**config.mk**
```make
export PLATFORM = sky130hd
export DESIGN_NAME = irq_encoder_148_flat
export DESIGN_NICKNAME = d
export VERILOG_FILES = /design/src/rtl/irq_encoder_148_if.sv /design/src/rtl/irq_encoder_148.sv /design/src/flat_wrapper.sv
export SDC_FILE = /design/constraint.sdc
export NUM_CORES = 1
export LEC_CHECK = 0
export CAP_MARGIN = 20
export CORE_ASPECT_RATIO = 0.7
export CORE_MARGIN = 2
export CORE_UTILIZATION = 33
export DETAILED_ROUTE_END_ITERATION = 10
export MAX_ROUTING_LAYER = met4
export RECOVER_POWER = 25
export SETUP_SLACK_MARGIN = 0.05
export SYNTH_ARGS = -nofsm -noshare
export SYNTH_HDL_FRONTEND = slang
export SYNTH_SLANG_ARGS = --single-unit
```
**constraint.sdc**
```tcl
create_clock -name clk -period 1.8 [get_ports clk]
set_input_delay 0.36 -clock clk [delete_from_list [all_inputs] [get_ports clk]]
set_output_delay 0.36 -clock clk [all_outputs]
set_load 0.005 [all_outputs]
```
**src/rtl/irq_encoder_148_if.sv**
```systemverilog
// Request/grant bundle between the irq_encoder_148 and its requester/consumer side.
// Carries the active-low request lines, enable and acknowledge into the encoder.
// Carries the active-low grant code, group select, enable-out, valid and pending back out.
interface irq_encoder_148_if;
  logic       not_EI;   // active-low enable; high blocks new grants only
  logic [7:0] not_I;    // active-low async request lines, bit 7 highest priority
  logic       ack;      // consumer acknowledge of the presented grant
  logic [2:0] not_A;    // active-low granted line code
  logic       not_GS;   // active-low group select, low while valid
  logic       not_EO;   // active-low cascade enable-out
  logic       valid;    // grant presented
  logic [7:0] pending;  // pending-request bitmap

  // Requester/consumer side.
  modport master (
    output not_EI, not_I, ack,
    input  not_A, not_GS, not_EO, valid, pending
  );

  // Encoder side.
  modport slave (
    input  not_EI, not_I, ack,
    output not_A, not_GS, not_EO, valid, pending
  );
endinterface

```
**src/rtl/irq_encoder_148.sv**
```systemverilog
// 8-line interrupt priority encoder in 74LS148 style with a valid/ack grant handshake.
// Ports: clk, rst (async active-high); bus (slave modport): not_EI, not_I[7:0], ack in;
//        not_A[2:0], not_GS, not_EO, valid, pending[7:0] out.
// Request-to-grant latency is SYNC_STAGES+2 edges; a grant is held until ack, no preemption.
module irq_encoder_148 #(
  parameter int SYNC_STAGES = 2  // flops per request synchroniser, legal range 2..4
) (
  input  logic             clk,
  input  logic             rst,
  irq_encoder_148_if.slave bus
);

  localparam logic [0:0] IDLE    = 1'b0;
  localparam logic [0:0] PRESENT = 1'b1;

  // Synchroniser chain; stage 0 samples the pins, the last stage is the synced value.
  // All stages reset to 1 so a line held low through reset produces a fresh edge.
  logic [SYNC_STAGES-1:0][7:0] sync_q;
  logic [7:0]                  synced;
  logic [7:0]                  prev_q;
  logic [7:0]                  fall;

  logic [7:0] pending_q;
  logic [7:0] pending_d;
  logic [7:0] clr_mask;
  logic [0:0] state_q;
  logic [2:0] idx_q;
  logic [2:0] top_idx;
  logic       grant_ack;

  always_ff @(posedge clk or posedge rst) begin
    if (rst) begin
      sync_q <= '1;
      prev_q <= 8'hFF;
    end else begin
      sync_q <= {sync_q[SYNC_STAGES-2:0], bus.not_I};
      prev_q <= synced;
    end
  end

  assign synced = sync_q[SYNC_STAGES-1];
  // High-to-low transition of the synced line; held-low lines stop producing this.
  assign fall   = prev_q & ~synced;

  // Highest set pending bit; ascending scan so the last hit is the highest line.
  always_comb begin
    top_idx = 3'd0;
    for (int i = 0; i < 8; i++) begin
      if (pending_q[i]) top_idx = i[2:0];
    end
  end

  // Only an ack against a presented grant clears anything; a same-cycle capture
  // on the granted line is OR'd in afterwards so the new request survives.
  assign grant_ack = (state_q == PRESENT) && bus.ack;
  assign clr_mask  = grant_ack ? (8'h01 << idx_q) : 8'h00;
  assign pending_d = (pending_q & ~clr_mask) | fall;

  always_ff @(posedge clk or posedge rst) begin
    if (rst) begin
      pending_q <= 8'h00;
      state_q   <= IDLE;
      idx_q     <= 3'd0;
    end else begin
      pending_q <= pending_d;
      case (state_q)
        IDLE: begin
          // Arbitrate on the registered bitmap; not_EI gates only this step.
          if (!bus.not_EI && (pending_q != 8'h00)) begin
            idx_q   <= top_idx;
            state_q <= PRESENT;
          end
        end
        PRESENT: begin
          if (bus.ack) state_q <= IDLE;
        end
        default: state_q <= IDLE;
      endcase
    end
  end

  // Outputs decoded from registers only (plus not_EI for cascade), so they move
  // only on clk edges or rst.
  assign bus.valid   = (state_q == PRESENT);
  assign bus.not_GS  = ~bus.valid;
  assign bus.not_A   = bus.valid ? ~idx_q : 3'b111;
  assign bus.not_EO  = bus.not_EI | bus.valid | (|pending_q);
  assign bus.pending = pending_q;

endmodule

```
**src/flat_wrapper.sv**
```systemverilog
// flat-port wrapper written by rule: the top's interface ports become plain ports
module irq_encoder_148_flat 
#(
  parameter int SYNC_STAGES = 2                                                     
)
  (clk, rst, bus_not_EI, bus_not_I, bus_ack, bus_not_A, bus_not_GS, bus_not_EO, bus_valid, bus_pending);
  irq_encoder_148_if bus_i ();
  input  logic clk;
  input  logic rst;
  input wire logic [$bits(bus_i.not_EI)-1:0] bus_not_EI;
  input wire logic [$bits(bus_i.not_I)-1:0] bus_not_I;
  input wire logic [$bits(bus_i.ack)-1:0] bus_ack;
  output wire logic [$bits(bus_i.not_A)-1:0] bus_not_A;
  output wire logic [$bits(bus_i.not_GS)-1:0] bus_not_GS;
  output wire logic [$bits(bus_i.not_EO)-1:0] bus_not_EO;
  output wire logic [$bits(bus_i.valid)-1:0] bus_valid;
  output wire logic [$bits(bus_i.pending)-1:0] bus_pending;
  assign bus_i.not_EI = bus_not_EI;
  assign bus_i.not_I = bus_not_I;
  assign bus_i.ack = bus_ack;
  assign bus_not_A = bus_i.not_A;
  assign bus_not_GS = bus_i.not_GS;
  assign bus_not_EO = bus_i.not_EO;
  assign bus_valid = bus_i.valid;
  assign bus_pending = bus_i.pending;
  irq_encoder_148 #(.SYNC_STAGES(SYNC_STAGES)) u_core (.clk(clk), .rst(rst), .bus(bus_i));
endmodule
```
; ---- After elaboration in Yosys (flattened, before gate mapping)
; Index checks and enable logic that the tools add are counted.
[word_totals]
regBits = 36
inputBits = 12
output_inout_bits = 14
elab_cells = 34
[op_classes]
shift = 1
muxes = 12
n_bitwise = 9
reduce_logical = 6
[ops]
columns = cell, count
row1 = bitwise AND 8 bit, 2
row2 = inverter 8 bit, 2
row3 = 2-to-1 mux 3 bit, 5
row4 = 2-to-1 mux 8 bit, 1
row5 = bitwise OR 8 bit, 1
row6 = nonzero test 8 bit, 1
row7 = OR reduction 8 bit, 1
row8 = << shifter 1 x 3 -> 8 bit (first input constant), 1
row9 = 2-to-1 mux 2 bit, 2
row10 = 2-to-1 mux 1 bit, 3
row11 = inverter 3 bit, 1
row12 = logical AND 1 bit, 2
row13 = bitwise OR 1 bit, 2
row14 = one-hot mux 1 bit (2 select lines), 1
row15 = AND reduction 2 bit, 1
row16 = zero test 1 bit, 1
row17 = inverter 1 bit, 1

; ---- Depth between registers and ports, before layout
; Gate-level depths: netlist of run 1.
[depth]
ltp_word = 7
mapped_depth = 4
ltp_nobuf = 4

; ---- Worst setup path before layout of run 1
; Ideal clock, no wire load.
[synth_timing]
path_kind = reg-to-reg
from = register u_core.pending_q[6], in the netlist u_core.bus.pending[6]
to = register u_core.idx_q[0]
setup_time_ns = 0.125
t_arrival_ns = 1.239
required_ns = 1.675
path_slack_ns = 0.435
stages_incl_launch_ff = 5
n_path_buf = 0
synth_period_minus_slack_ns = 1.365
path_cell_list = dfrtp_1 nor4_2 and2_1 nor3_2 mux2_4
[synth_between]
elab_chain_len = 3
word_cells_on_any_way = 5
cone_classes = 2 x mux / 3 x reduce/logical
[synth_rtl]
columns = item, line_no
row1 = start: declaration, irq_encoder_148.sv:23  ; logic [7:0] pending_q;
row2 = start signal: assignment, irq_encoder_148.sv:65  ; pending_q <= pending_d;
row3 = nonzero test 8 bit, irq_encoder_148.sv:69  ; if (!bus.not_EI && (pending_q != 8'h00)) begin
row4 = logical AND 1 bit, irq_encoder_148.sv:69
row5 = AND reduction 2 bit (no source line), -
row6 = end signal: assignment, irq_encoder_148.sv:70  ; idx_q <= top_idx;
row7 = end: declaration, irq_encoder_148.sv:27  ; logic [2:0] idx_q;
; Parallel ways exist; a longest one is shown, timed or not.
; A chain may end at the register's enable or synchronous reset.

; ---- Worst setup path after layout of run 1
[layout_timing]
from = register u_core.pending_q[5], in the netlist u_core.bus.pending[5]
to = output bus_not_EO
[layout_between]
elab_chain_len = 2
[layout_rtl]
columns = item, line_no
row1 = OR reduction 8 bit, irq_encoder_148.sv:87  ; assign bus.not_EO = bus.not_EI | bus.valid | (|pending_q);
row2 = bitwise OR 1 bit, irq_encoder_148.sv:87
row3 = end: declaration, flat_wrapper.sv:15  ; output wire logic [$bits(bus_i.not_EO)-1:0] bus_not_EO;
; No other way between the ends.

==> flow_metrics.tcl, run 1 <==
set metrics [dict create \
    critPathArrivalTime_ns 1.34 \
    gr-total-overflow 0 \
    grt_usage 0.118 \
    status "complete, no violations" \
    worstHoldStart "u_core.sync_q[7]" \
    relSlewSlack 0.722 \
    finalHoldViolations 0 \
    gp_congestion 0.840 \
    p_int_uw 1340 \
    finalCritPeriodShare 0.947 \
    clock-root-buffer "clkbuf_8" \
    ant_nets 0 \
    p_leak_uw 0.000722 \
    fin_cells 182 \
    drtPass1Iterations 4 \
    fill_cells 338 \
    p_sw_frac 0.256 \
    yosys_register_bits 36 \
    stdcell_area_sq_mm 0.00172 \
    worstPathMaxFanout 2 \
    synthArstFlopShare 1.00 \
    power_density_mw_per_mm2 1050 \
    cp.required_ns 1.44 \
    yosysTopAreaCellShare 0.509 \
    yosysSeqAreaShare 0.751 \
    cts_tree "built" \
    fin_nets 143 \
    netlist_instances 90 \
    p_comb_frac 0.157 \
    worst_slew_pin_slew_ns 0.418 \
    crit_family "simple AND/OR/NAND/NOR gates" \
    synthToLayoutAreaGrowth_pct 38.4 \
    final_core_util 0.482 \
    syn_area_sq_mm 0.00124 \
    power.switching_uw 461 \
    synth_area_leaders "dfstp_2 (51%), dfrtp_1 (24%), o21ai_0 (5.7%)" \
    start_util 0.348 \
    diodes 0 \
    crit_chain "nor4_4 > and2_1 > nand2_1 > buf_2" \
    period_minus_slack_ns 1.70 \
    io_buffers 25 \
    grt_pass1_vias 824 \
    synth-edff-count 0 \
    placed_cells 171 \
    first_iter_violations 24 \
    peakVddDrop_mv 0.580 \
    totalNegativeSetupSlack_ns 0 \
    routed_wl_mm 2.13 \
    fin_skew_ns 0.00240 \
    min_path_type "reg2reg" \
    yosys.area.top_type "dfstp_2" \
    hold_buffers 0 \
    clockPowerShare 0.305 \
    syn_avg_cell_area_sq_um 13.8 \
    cp-end-kind "output port" \
    fp.coreArea_sq_mm 0.00356 \
    grt_pass1_wl_mm 3.71 \
    syn-num-nets 102 \
    path_class "reg2out" \
    die_area_sq_mm 0.00427 \
    drv_cap 0 \
    wire_per_inst_um 11.7 \
    vias 788 \
    dpl.hpwl_mm 1.49 \
    grt_max_degree 37 \
    yosysUniqueCellTypes 17 \
    via_per_inst 4.33 \
    power_frac_seq 0.539 \
    layout-drive-gt1-share 0.371 \
    clock_sinks 36 \
    r2r-start "u_core.bus.pending[7]" \
    startpoint "u_core.bus.pending[5]" \
    cp_num_buf_inv 1 \
    drc 0 \
    final-setup-viol-count 0 \
    synth-main-ff-cell "dfstp_2" \
    synthTopCellsByCount "dfstp_2 (24), o21ai_0 (14), dfrtp_1 (12), inv_1 (12), o31ai_1 (6)" \
    clkTransAtPathRegs_ns 0.07 \
    rsz0062_at_grt "yes" \
    critPathLaunchType "register" \
    pin_count 26 \
    clk-insertion-delay-late_ns 0.29 \
    post_dp_cell_area_sq_mm 0.00160 \
    ys.warnings.count 0 \
    num_rows 18 \
    antenna_found_initial 0 \
    synth.most_common_cell "dfstp_2" \
    max_freq_mhz 587 \
    cts_buffers 5 \
    h-tree-depth 2 \
    clockBufferDepth 2 \
    crit_slowest_cell "dfrtp_1" \
    final_max_slew_viol_count 0 \
    fp.dieW_um 77.3 \
    cp_slowest_stage_delay_ns 0.40 \
    fp.dieH_um 55.3 \
]
## worst paths after layout
| check | slack [ns] | end | cells past startpoint |
|---|---|---|---|
| min in group asynchronous | 0.47 | u_core.bus.pending[4] | 3 |
| min | 0.36 | u_core.synced[7] | 0 |
| min reg2reg | 0.36 | u_core.synced[7] | 0 |
| max reg2reg | 0.32 | u_core.idx_q[1] | 5 |
| max in group asynchronous | 1.01 | u_core.synced[0] | 3 |
| max | 0.1 | bus_not_EO | 4 |
## layout make-up
class | count | area [sq um] | share of cell area
Timing Repair Buffer | 35 | 320 | 0.187
Tap cell | 50 | 62.6 | 0.0364
Multi-Input combinational cell | 41 | 268 | 0.156
Inverter | 12 | 45.0 | 0.0262
Sequential cell | 36 | 933 | 0.544
Clock inverter | 3 | 18.8 | 0.0109
Clock buffer | 5 | 68.8 | 0.0401
## layout by cell type (no fill, tap or decap)
cell type	count
buf_2	1
dfrtp_2	2
nor4_2	1
nand3_1	1
nand3b_1	1
clkinv_4	1
nand2_1	5
clkbuf_8	5
o21ai_0	14
mux2_4	2
nor2_1	3
dfstp_1	1
nand2b_1	2
inv_1	12
and2_1	1
dfstp_2	23
o21bai_1	1
a21oi_1	2
o31ai_1	6
dlygate4sd3_1	8
clkinv_2	2
nor4_4	1
buf_4	10
nor3_2	1
clkdlybuf4s50_1	16
dfrtp_1	10
## through the flow
stage	setup slack, ns	hold WS, ns	total power (uW)
finish	0.0958	0.356	1800
global route	-0.0154	0.361	1910
CTS	0.0517	0.358	1820
detailed placement	-0.0183	0.347	1260
global placement	0.0109	0.346	1250
floorplan	0.435	0.345	1080
## layer usage
| metal | global-route usage | vias up | wire length (um) |
|---|---|---|---|
| met2 | 0.169 | 26 | 954 |
| met4 | 0.0561 | 0 | 43 |
| li1 | - | 378 | - |
| met5 | - | - | 0 |
| met3 | 0.0572 | 5 | 152 |
| met1 | 0.139 | 379 | 983 |
## power groups by stage
stage / clock (uW) / combinational (uW) / sequential [uW]
after global placement: 0 / 275 / 974
after detailed placement: 0 / 278 / 980
final: 547 / 281 / 968
after global routing: 620 / 309 / 981
after CTS: 574 / 280 / 968
after floorplan: 0 / 114 / 966
## timing repair
action | in CTS | in global routing
pin swaps | 2 | 0
resized for setup | 5 | 2
setup endpoints to repair | 6 | 3
buffers inserted | 2 | 1
## flip-flops by register name (all words and copies together), names as in the netlist
register and count:
u_core.bus.pending 8, u_core.prev_q 8, u_core.sync_q 8, u_core.synced 8
u_core.idx_q 3, u_core.bus.valid 1
## cells by family (layout without fill, tap and decap cells)
group                  Yosys count  in the layout  share of synthesized area
multiplexers                     2              2                     0.0242
buffers and inverters           13             55                     0.0404
AO/OA/AOI/OAI                   23             23                      0.107
AND/OR/NAND/NOR                 16             16                     0.0777
flip-flops                      36             36                      0.751
Note: power is estimated with default switching activity, not from simulation.
==> run 2: changes to the inputs <==
Settings changed: CTS_BUF_LIST set to sky130_fd_sc_hd__clkbuf_8.
==> results of run 2 <==
No change in the layout: final DEF, timing and power equal those of run 1.
